<file path="src/rtl/run_controller.sv">
// Run sequencer for a self-checking testbench: clear, run, drain, freeze, report.
// Optional stall watchdog is compiled in with `define RUN_TIMEOUT_EN.
module run_controller #(
  parameter int WIDTH        = 32,
  parameter int CLR_CYCLES   = 4,
  parameter int DRAIN_CYCLES = 3,
  parameter int TIMEOUT      = 1024
) (
  input  logic             clk,
  input  logic             reset,
  input  logic             i_start,
  input  logic             i_abort,
  input  logic [WIDTH-1:0] i_run_len,
  input  logic [WIDTH-1:0] i_data_ctr,
  input  logic [WIDTH-1:0] i_event_ctr,
  output logic             o_tb_reset,
  output logic             o_tb_enable,
  output logic             o_tb_freeze,
  output logic             o_busy,
  output logic             o_done,
  output logic             o_pass,
  output logic             o_aborted,
  output logic             o_timeout,
  output logic [WIDTH-1:0] o_res_data,
  output logic [WIDTH-1:0] o_res_events
);

  typedef enum logic [2:0] {
    S_IDLE, S_CLEAR, S_RUN, S_DRAIN, S_FREEZE, S_DONE
  } state_t;

  localparam logic [3:0] CLR_LAST   = 4'(CLR_CYCLES - 1);
  // A zero-length drain still spends its single pass-through cycle in DRAIN.
  localparam logic [3:0] DRAIN_LAST = (DRAIN_CYCLES == 0) ? 4'd0 : 4'(DRAIN_CYCLES - 1);

  state_t           state, state_next;
  logic [3:0]       cnt;
  logic [WIDTH-1:0] run_len;
  logic             busy_now, start_ok, abort_ok, capture, wd_fire;

  assign busy_now = (state == S_CLEAR) || (state == S_RUN) ||
                    (state == S_DRAIN) || (state == S_FREEZE);
  assign abort_ok = i_abort && busy_now;
  assign start_ok = i_start && !i_abort && ((state == S_IDLE) || (state == S_DONE));

`ifdef RUN_TIMEOUT_EN
  localparam int WD_W = $clog2(TIMEOUT + 1);
  localparam logic [WD_W-1:0] WD_MAX  = WD_W'(TIMEOUT);
  localparam logic [WD_W-1:0] WD_LAST = WD_W'(TIMEOUT - 1);

  logic [WD_W-1:0]  wd_cnt;
  logic [WIDTH-1:0] data_prev;
  logic             stalled;

  assign stalled = (state == S_RUN) && (i_data_ctr == data_prev);
  assign wd_fire = stalled && (wd_cnt == WD_LAST);

  always_ff @(posedge clk) begin
    if (reset) begin
      wd_cnt    <= '0;
      data_prev <= '0;
      o_timeout <= 1'b0;
    end else begin
      data_prev <= i_data_ctr;
      if (!stalled)
        wd_cnt <= '0;
      else if (wd_cnt != WD_MAX)
        wd_cnt <= wd_cnt + 1'b1;
      if (start_ok)
        o_timeout <= 1'b0;
      else if (wd_fire && !abort_ok)
        o_timeout <= 1'b1;
    end
  end
`else
  assign wd_fire   = 1'b0;
  assign o_timeout = 1'b0;
`endif

  // NOTE: next state is assigned a default first so no path through the
  // case leaves it unassigned, which would otherwise infer a latch.
  always_comb begin
    state_next = state;
    if (abort_ok) begin
      state_next = S_IDLE;
    end else begin
      case (state)
        S_IDLE, S_DONE: if (start_ok) state_next = S_CLEAR;
        S_CLEAR:  if (cnt == CLR_LAST) state_next = (run_len == '0) ? S_DRAIN : S_RUN;
        S_RUN:    if ((i_data_ctr >= run_len) || wd_fire) state_next = S_DRAIN;
        S_DRAIN:  if (cnt == DRAIN_LAST) state_next = S_FREEZE;
        S_FREEZE: state_next = S_DONE;
        default:  state_next = S_IDLE;
      endcase
    end
  end

  assign capture = (state == S_FREEZE) && (state_next == S_DONE);

  // Outputs are decoded from the next state so they are registered yet
  // line up with the cycle the FSM spends in that state.
  // NOTE: all state here uses non-blocking assignments so every register
  // samples pre-edge values regardless of statement order.
  always_ff @(posedge clk) begin
    if (reset) begin
      state        <= S_IDLE;
      cnt          <= '0;
      run_len      <= '0;
      o_tb_reset   <= 1'b1;
      o_tb_enable  <= 1'b0;
      o_tb_freeze  <= 1'b0;
      o_busy       <= 1'b0;
      o_done       <= 1'b0;
      o_pass       <= 1'b0;
      o_aborted    <= 1'b0;
      o_res_data   <= '0;
      o_res_events <= '0;
    end else begin
      state       <= state_next;
      cnt         <= (state_next != state) ? 4'd0 : cnt + 4'd1;
      o_tb_reset  <= (state_next == S_CLEAR);
      o_tb_enable <= (state_next == S_RUN);
      o_tb_freeze <= (state_next == S_FREEZE) || (state_next == S_DONE);
      o_busy      <= (state_next == S_CLEAR) || (state_next == S_RUN) ||
                     (state_next == S_DRAIN) || (state_next == S_FREEZE);
      o_done      <= (state_next == S_DONE);
      o_pass      <= (state_next == S_DONE) && (capture ? (i_event_ctr == '0) : o_pass);
      o_aborted   <= abort_ok;
      if (start_ok)
        run_len <= i_run_len;
      if (capture) begin
        o_res_data   <= i_data_ctr;
        o_res_events <= i_event_ctr;
      end
    end
  end

endmodule

</file>
<file path="config.mk">
export PLATFORM = sky130hd
export DESIGN_NAME = run_controller
export DESIGN_NICKNAME = d
export VERILOG_FILES = /design/src/rtl/run_controller.sv
export SDC_FILE = /design/constraint.sdc
export NUM_CORES = 1
export LEC_CHECK = 0
export CAP_MARGIN = 20
export CORE_MARGIN = 3
export CORE_UTILIZATION = 50
export CTS_BUF_LIST = sky130_fd_sc_hd__clkbuf_4
export DETAILED_ROUTE_END_ITERATION = 16
export GPL_ROUTABILITY_DRIVEN = 0
export HOLD_SLACK_MARGIN = 0.03
export PLACE_DENSITY = 0.95
export SYNTH_ARGS = -nofsm -noshare
export SYNTH_HDL_FRONTEND = slang
export SYNTH_SLANG_ARGS = --single-unit
</file>
<file path="constraint.sdc">
create_clock -name clk -period 5 [get_ports clk]
set_input_delay 0.5 -clock clk [delete_from_list [all_inputs] [get_ports clk]]
set_output_delay 0.5 -clock clk [all_outputs]
set_load 0.03 [all_outputs]
</file>
Word-level counts from Yosys, hierarchy flattened
Index checks and enable logic that the tools add are counted.
{"block": "totals", "wordCells": 54, "reg_bits": 110, "output_inout_bits": 72, "input_bits": 100}
{"block": "op_classes", "n_lt_le_gt_ge": 1, "add_sub_neg": 1, "n_eq_ne": 13, "mux": 8, "reduce_logical": 19}
{"cell": "zero test 32 bit", "count": 2}
{"cell": "greater-or-equal comparator 32 bit", "count": 1}
{"cell": "two-way mux 3 bit", "count": 5}
{"cell": "case mux 3 bit (5 select lines)", "count": 1}
{"cell": "== test 3 x 2 -> 1 bit, second input constant", "count": 4}
{"cell": "== test 3 bit, second input constant", "count": 4}
{"cell": "== test 4 x 2 -> 1 bit, second input constant", "count": 2}
{"cell": "logical OR 1 bit", "count": 8}
{"cell": "== test 3 x 1 -> 1 bit, second input constant", "count": 2}
{"cell": "logical AND 1 bit", "count": 5}
{"cell": "adder 4 x 1 -> 4 bit, second input constant", "count": 1}
{"cell": "OR reduction 2 bit", "count": 2}
{"cell": "zero test 3 bit", "count": 1}
{"cell": "!= test 3 bit", "count": 1}
{"cell": "two-way mux 1 bit", "count": 2}
{"cell": "zero test 1 bit", "count": 1}

Depth between registers and ports, before layout
Gate-level depths: netlist of run 1.
{"block": "logic_depth", "depth_word": 10, "ltp_mapped": 8, "depth_no_buf": 8}

Worst setup path after synthesis of run 1
OpenSTA, ideal clock, no wires.
{"block": "synth_path", "kind": "input to register", "from": "input port i_data_ctr[0]", "to": "register o_busy", "n_path_buf": 0, "setup_slack_ns": 2.725, "setup_time_ns": 0.120, "required_time_ns": 4.880, "arrival_time_ns": 2.156, "cell_stages": 8, "path_cell_list": "inv_1 -> ha_1 -> nand2b_1 -> a2111oi_0 -> a2111oi_0 -> o31ai_1 -> nand4_2 -> o31a_1"}
{"block": "synth_between", "elab_chain_len": 8, "word_cells_on_any_way": 11, "classes_between": "1 x order compare; 4 x eq/ne; 3 x mux; 3 x reduce/logical"}
{"item": "start, declared", "line": "14", "source": "input logic [WIDTH-1:0] i_data_ctr,"}
{"item": "greater-or-equal comparator 32 bit *", "line": "90", "source": "S_RUN: if ((i_data_ctr >= run_len) || wd_fire) state_next = S_DRAIN;"}
{"item": "two-way mux 3 bit *", "line": "90"}
{"item": "case mux 3 bit (5 select lines) *", "line": "87", "source": "case (state)"}
{"item": "two-way mux 3 bit *", "line": "84", "source": "if (abort_ok) begin"}
{"item": "== test 3 x 1 -> 1 bit or == test 3 x 2 -> 1 bit (tied branches)", "line": "124", "source": "o_busy <= (state_next == S_CLEAR) || (state_next == S_RUN) ||"}
{"item": "logical OR 1 bit (2 in a row)", "line": "124"}
{"item": "logical OR 1 bit *", "line": "125", "source": "(state_next == S_DRAIN) || (state_next == S_FREEZE);"}
{"item": "end signal, assigned", "line": "124"}
{"item": "end, declared", "line": "19", "source": "output logic o_busy,"}
Every way passes the cells marked *; elsewhere a longest branch is shown, timed or not.
A chain may end at the register's enable or synchronous reset.

Final worst setup path of run 1
Ends and elaborated chain as after synthesis.

==> results of run 1 <==
## synth_stat cells (all sizes together) (3+ instances only)
master   instances  share of area
nand4           12          0.017
buf             11          0.011
nor4            15          0.019
nor2b            3         0.0038
o21ai            5         0.0051
nand2          205           0.16
clkbuf          26          0.020
nor2            10         0.0076
a2111oi          3         0.0091
nand3            7         0.0071
ha              34          0.086
nand2b           3         0.0038
nor3             3         0.0030
a211oi           4         0.0061
a21o             3         0.0046
inv             38          0.029
dfxtp          110           0.45
a21oi          114           0.12
o21a             3         0.0046
## placed cells by master, fill, tap and decap left out, types with 3 or more instances in the layout
cell type / Yosys / final
dfxtp_1: 110 / 110
a21o_1: 3 / 3
nor2_1: 10 / 10
nand3_1: 7 / 7
a211oi_1: 4 / 4
nor4_1: 15 / 15
a21oi_1: 114 / 114
nand2b_1: 3 / 3
nand4_1: 11 / 11
nor2b_1: 3 / 3
nor3_1: 3 / 3
inv_1: 38 / 38
clkbuf_4: 0 / 9
o21a_1: 3 / 3
o21ai_0: 4 / 4
ha_1: 34 / 34
nand2_1: 205 / 204
clkdlybuf4s50_1: 0 / 169
## sequential cells by signal, indices dropped and copies added, names as in the netlist, 3 cells and up
name and flops:
cnt 4, o_res_data 32, o_res_events 32, run_len 32
state 3
## cell families (layout without fill, tap and decap cells)
group           after synthesis  after routing  synth area share
mux                           1              1           0.00229
flops                       110            110             0.447
other cells                   1              1          0.000761
xor+xnor                      4              4           0.00712
simple gates                270            270             0.235
compound gates              142            142             0.162
fa+ha+maj                    34             34            0.0864
buf+inv                      75            228            0.0600
## final cells by class
type / count / share of cell area
inverter: 38 / 0.0209
timing repair buffer: 174 / 0.258
multi-input combinational: 452 / 0.357
tap: 129 / 0.0237
sequential: 110 / 0.323
clock buffer: 9 / 0.00991
clock inverter: 7 / 0.00734
## where the power goes
group	switching, mW	internal, mW	leakage [nW]
Combinational	0.116	0.128	1.40
Clock	0.294	0.105	0.0652
Sequential	0.0179	0.896	0.890
Total	0.428	1.13	2.36
## through the flow
stage | worst slack (ns) | total power, mW | hold WS, ns
after floorplan | 2.72 | 1.04 | 0.436
after detailed placement | 1.89 | 1.17 | 0.445
final | 2.38 | 1.56 | 0.465
after global routing | 2.18 | 1.64 | 0.491
after CTS | 2.37 | 1.56 | 0.466
after global placement | 1.95 | 1.16 | 0.441
## per-layer routing
layer / track usage / vias up
li1: - / 2423
met3: 0.0576 / 36
met2: 0.444 / 208
met5: 0 / -
met1: 0.298 / 2294
met4: 0.102 / 0
## worst min-delay path, stage by stage, from the launching register on
cell and delay, ns:
dfxtp_1 0.34, nand2_1 0.05, a21oi_1 0.05
## worst min path at each step
stage / startpoint / end / slack (ns) / cells after the start
2_1_floorplan: run_len[18] / run_len[18] / 0.44 / 2
3_3_place_gp: o_res_events[3] / o_res_events[3] / 0.44 / 2
3_5_place_dp: o_res_events[16] / o_res_events[16] / 0.45 / 2
4_1_cts: o_res_events[16] / o_res_events[16] / 0.47 / 2
5_1_grt: o_res_events[2] / o_res_events[2] / 0.49 / 2
6_report: o_res_data[0] / o_res_data[0] / 0.46 / 2
==> out/qor.txt, run 1 <==
Outcome: finished clean
Cell mode on critical path: a2111oi_0
Sequential Area: 2200 µm²
Post-synthesis net count: 771
Startpoint class of the critical path: input pin
DRT Pass-1 Iters: 5
Yosys reg bits: 110
Core ar.: 9420 µm²
WS Path Type: in2reg
Worst Skew: 0.0147 ns
Met1 WL: 5540 µm
Nets@finish: 919
Buf+Inv Stages, Crit Path: 2
Die H: 105 µm
R2r startpoint: state[2]
Detailed-route wire length per cell: 15.4 µm
Worst Setup SP: i_data_ctr[0]
DRT antenna net count: 0
First-pass GRT wire length: 23200 µm
Relative slew margins: 0.285
GRT Residual Overflow: 0
Clk root buf: clkbuf_4
Critical path peak fanout: 9
Final wirelength: 14200 µm
Initial antenna violation count: 0
Die area: 11100 µm²
Max-slew violations: 0
Cts bufs inserted: 9
Max-cap violations: 0
Synth Flop Type: dfxtp_1
Cell Area, Synth: 4920 µm²
Crit-path cells: clkdlybuf4s50_1, inv_1, ha_1, nand2b_1, a2111oi_0, a2111oi_0, o31ai_1, nand4_2, o31a_1
Final min period: 2.62 ns
Worst setup EP type: register
Final hold vios: 0
Diode count: 0
Fin area: 6820 µm²
Worst-path clk slew: 0.16 ns
Post-CTS sizing: 0
CP required: 5.34 ns
Die width: 105 µm
Setup tns final: 0 ns
CTS tree: built
H-tree depth: 3
Vias in the first global route: 5002
Synth-to-Final Area Change: 38.4%
Port bufs: 170
Share of cells above drive strength 1: 0.0316
Unrepaired setup endpoints after global routing: no
Levels on crit path: 9
Footprint of the multi-input gates: 2430 µm²
Worst VDD drop: 170 µV
Post-CTS Setup Repair Bufs: 0
Placed inst area: 6640 µm²
Clock Path Buffers: 2
LEAKAGE: 2.36 nW
Largest net degree at the start of global routing: 104
Fillers: 678
HP Class: reg2reg
Synth unique cells: 43
Starting Density: 0.523
DR top layer: met4
Register area share after synthesis: 0.447
Detailed-route DRC error count: 0
Least-Margin Pin Slew: 1.07 ns
Detail Route met3 WL: 1010 µm
Worst r2r path cells: 6
Met2 WL: 7190 µm
Starting DRT DRC Count: 252
Slowest-stage cell, CP: clkdlybuf4s50_1
Crit-path max cell delay: 0.48 ns
Final HPWL DP: 10700 µm
Vias per inst: 5.40
Cell Rows: 35
Power Dens Cells: 228 nW/µm²
Post-Route Utilization: 0.724
Ys async rst share: 0
Post-synth EDFFs: 0
Reg2reg setup slack: 2.52 ns
Clock sink total: 110
DR vias: 4961
Worst reg2reg endpoint: o_busy
I/O pins: 172
Inst Count DP: 900
Clk_lat worst skew: 0.44 ns
Avg Cell Area, Syn: 7.73 µm²
CP arrival: 2.96 ns
Synth Instances: 637
# hold bufs at CTS: 0
Fin cells: 919
Critical path endpoint: o_busy
Total GRT Usage: 0.253
Endpoints failing setup: 0
Syn. warnings: 0
F_max: 0.382 GHz
Period utilization: 0.523
Delay-heaviest family, CP: compound AO/OA/AOI/OAI gates
No activity file was read; power rests on OpenSTA's default activity.
==> run 2: changes to the inputs <==
--- a/config.mk
+++ b/config.mk
@@ -7,12 +7,12 @@
 export LEC_CHECK = 0
 export CAP_MARGIN = 20
 export CORE_MARGIN = 3
-export CORE_UTILIZATION = 50
+export CORE_UTILIZATION = 47
 export CTS_BUF_LIST = sky130_fd_sc_hd__clkbuf_4
 export DETAILED_ROUTE_END_ITERATION = 16
 export GPL_ROUTABILITY_DRIVEN = 0
 export HOLD_SLACK_MARGIN = 0.03
-export PLACE_DENSITY = 0.95
+export PLACE_DENSITY = 0.93
 export SYNTH_ARGS = -nofsm -noshare
 export SYNTH_HDL_FRONTEND = slang
 export SYNTH_SLANG_ARGS = --single-unit
==> constraint.sdc (replaced) <==
create_clock -name clk -period 2.51 [get_ports clk]
set_input_delay 0.251 -clock clk [delete_from_list [all_inputs] [get_ports clk]]
set_output_delay 0.251 -clock clk [all_outputs]
set_load 0.03 [all_outputs]
==> run 2 against run 1 <==
Effect of this change:
- global-route usage shrank 0.37 points
- wire length grew 5.2%
- clock-buffer cell count stayed put
- combinational power rose by 110%
- design area rose by 2.2%
- total power up 120%
- final cell count increased by 1.7%
- core utilization fell by 2.7 points
- sequential power is 99% higher
- critical path type is now reg2reg
- largest power group unchanged
==> out/qor.txt, run 2 (synthesized netlist as in run 1, its figures left out) <==
Outcome: finished clean
Footprint of the multi-input gates: 2440 µm² (+0.31%)
Die area: 11700 µm² (+6.0%)
Fillers: 759 (+12%)
Pre-CTS setup slack: -0.349 ns (-2.24 ns)
Reg power frac: 0.527 (-0.060)
Total Power: 3.45 mW (+120%)
Unrepaired setup endpoints after global routing: no
Starting DRT DRC Count: 328 (+30%)
Slowest-stage cell, CP: dfxtp_1
Die width: 108 µm (+3.0%)
Hold_ws: 0.324 ns (-0.141 ns)
Synth-to-Final Area Change: 41.5%
Worst r2r path cells: 8 (+2)
Cts bufs inserted: 9 (unchanged)
DR vias: 5033 (+1.5%)
LEAKAGE: 2.44 nW (+3.7%)
Endpoints failing setup: 0 (unchanged)
Most frequent cells in the layout: nand2_1 (204), clkdlybuf4s50_1 (169), a21oi_1 (114)
WS Path Type: reg2reg
Switching Share: 0.254 (-0.0205)
Total GRT Usage: 0.250 (-0.00366)
Worst setup EP type: register
Power Dens Cells: 495 nW/µm² (+120%)
Switch Pwr: 877 µW (+100%)
DRT Pass-1 Iters: 5 (unchanged)
Final worst slack: 0.137 ns (-2.25 ns)
GRT Residual Overflow: 0 (unchanged)
Crit-path cells: ha_1, nand2b_1, a2111oi_1, a2111oi_0, o31ai_1, buf_4, nand4_2, o31a_1
Critical path peak fanout: 5 (-4)
HP Class: in2reg
Max-slew violations: 0 (unchanged)
Clock sink total: 110 (unchanged)
Final wirelength: 14900 µm (+5.2%)
Worst Skew: 0.0196 ns (+0.00487 ns)
Final hold vios: 0 (unchanged)
F_max: 0.421 GHz
Relative slew margins: 0.506 (+0.222)
Final HPWL DP: 11300 µm (+5.8%)
Sequential Area: 2200 µm² (unchanged)
Starting Density: 0.492 (-0.0306)
Clock Path Buffers: 2 (unchanged)
Final min period: 2.37 ns
Clock share of power: 0.326 (+0.070)
Hold path depth: 3 (+1)
Nets@finish: 930 (+1.2%)
Initial antenna violation count: 1 (+1)
Port bufs: 170 (unchanged)
CP required: 2.86 ns (-2.48 ns)
CTS tree: built
First-pass GRT wire length: 23200 µm (about the same)
Vias per inst: 5.38 (-0.28%)
Clk root buf: clkbuf_4
Setup tns final: 0 ns (unchanged)
Detailed-route DRC error count: 0 (unchanged)
Vias in the first global route: 4977 (-0.50%)
Commonest non-fill, non-tap cell in the layout: nand2_1
Largest net degree at the start of global routing: 71 (-32%)
Internal: 2.57 mW (+130%)
DRT antenna net count: 0 (unchanged)
Die H: 108 µm (+3.0%)
Detailed-route wire length per cell: 16.0 µm (+3.4%)
Combinational share of power: 0.147 (-0.010)
Worst VDD drop: 294 µV (+73%)
Clk_lat worst skew: 0.45 ns (about the same)
Startpoint class of the critical path: register
CP arrival: 2.72 ns (-0.24 ns)
Cell Rows: 36 (+2.9%)
Crit-path max cell delay: 0.42 ns (-0.06 ns)
Largest registers: o_res_data: 32 flops, o_res_events: 32 flops, run_len: 32 flops
Core ar.: 10000 µm² (+6.2%)
Period utilization: 0.946
H-tree depth: 3 (unchanged)
Least-Margin Pin Slew: 0.741 ns (-0.332 ns)
Max-cap violations: 0 (unchanged)
I/O pins: 172 (unchanged)
Share of cells above drive strength 1: 0.0449 (+0.0133)
Worst-path clk slew: 0.18 ns (+0.02 ns)
# hold bufs at CTS: 0 (unchanged)
[run 2: changes by cell type in the layout (fill, tap and decap cells not counted), sizes merged]
cell      delta
bufinv       +3
diode        +1
clkinvlp     -1
nand4        +1
inv          +1
clkinv       -3
buf         +10
[run 2: routing by layer]
layer / share of wire / vias up / track usage
li1: - / 2461 / -
met1: 0.39 / 2333 / 0.275
met2: 0.52 / 216 / 0.465
met3: 0.072 / 23 / 0.0615
met4: 0.020 / 0 / 0.0848
met5: 0 / - / 0
[run 2: critical path, delay by kind of cell, from the launching register on]
kind                     cells  cell delay [ns]
AO/OA/AOI/OAI                4             1.12
flip-flops                   1             0.42
AND/OR/NAND/NOR              2             0.30
adder cells (fa/ha/maj)      1             0.24
buffers and inverters        1             0.18
[run 2: layout make-up]
type,instances,area share
clock buffers,9,0.00970
inverters,38,0.0205
well taps,133,0.0239
flip-flops and latches,110,0.316
repair buffers,184,0.261
clock inverters,7,0.0187
multi-input cells,453,0.350
diodes,1,0.000359
[run 2: stage by stage]
| stage | std cells | util | instance area (µm²) |
|---|---|---|---|
| 2_1_floorplan | 637 | - | 4920 |
| 3_3_place_gp | 915 | 0.674 | 6740 |
| 3_5_place_dp | 915 | 0.674 | 6740 |
| 4_1_cts | 931 | 0.694 | 6940 |
| 5_1_grt | 935 | 0.697 | 6970 |
| 6_report | 935 | 0.697 | 6970 |
[run 2: final timing paths]
| check | start | end | slack [ns] |
|---|---|---|---|
| worst min register to register | o_res_events[0] | o_res_events[0] | 0.47 |
| worst min-delay path | i_run_len[6] | run_len[6] | 0.32 |
| worst max register to register | run_len[0] | o_busy | 0.14 |
| worst max-delay path | run_len[0] | o_busy | 0.14 |
[run 2: power by group through the flow]
| stage | Sequential [mW] | Combinational, mW | Clock, mW |
|---|---|---|---|
| final | 1.82 | 0.506 | 1.12 |
| after CTS | 1.81 | 0.497 | 1.15 |
| after floorplan | 1.85 | 0.229 | 0 |
| after global routing | 1.82 | 0.553 | 1.23 |
| after global placement | 1.85 | 0.468 | 0 |
| after detailed placement | 1.85 | 0.493 | 0 |
[run 2: what timing repair did]
item	CTS	global route
endpoints found under the hold margin	0	0
buffers inserted	0	2
endpoints found under the setup margin	0	8
gates resized for setup	0	1
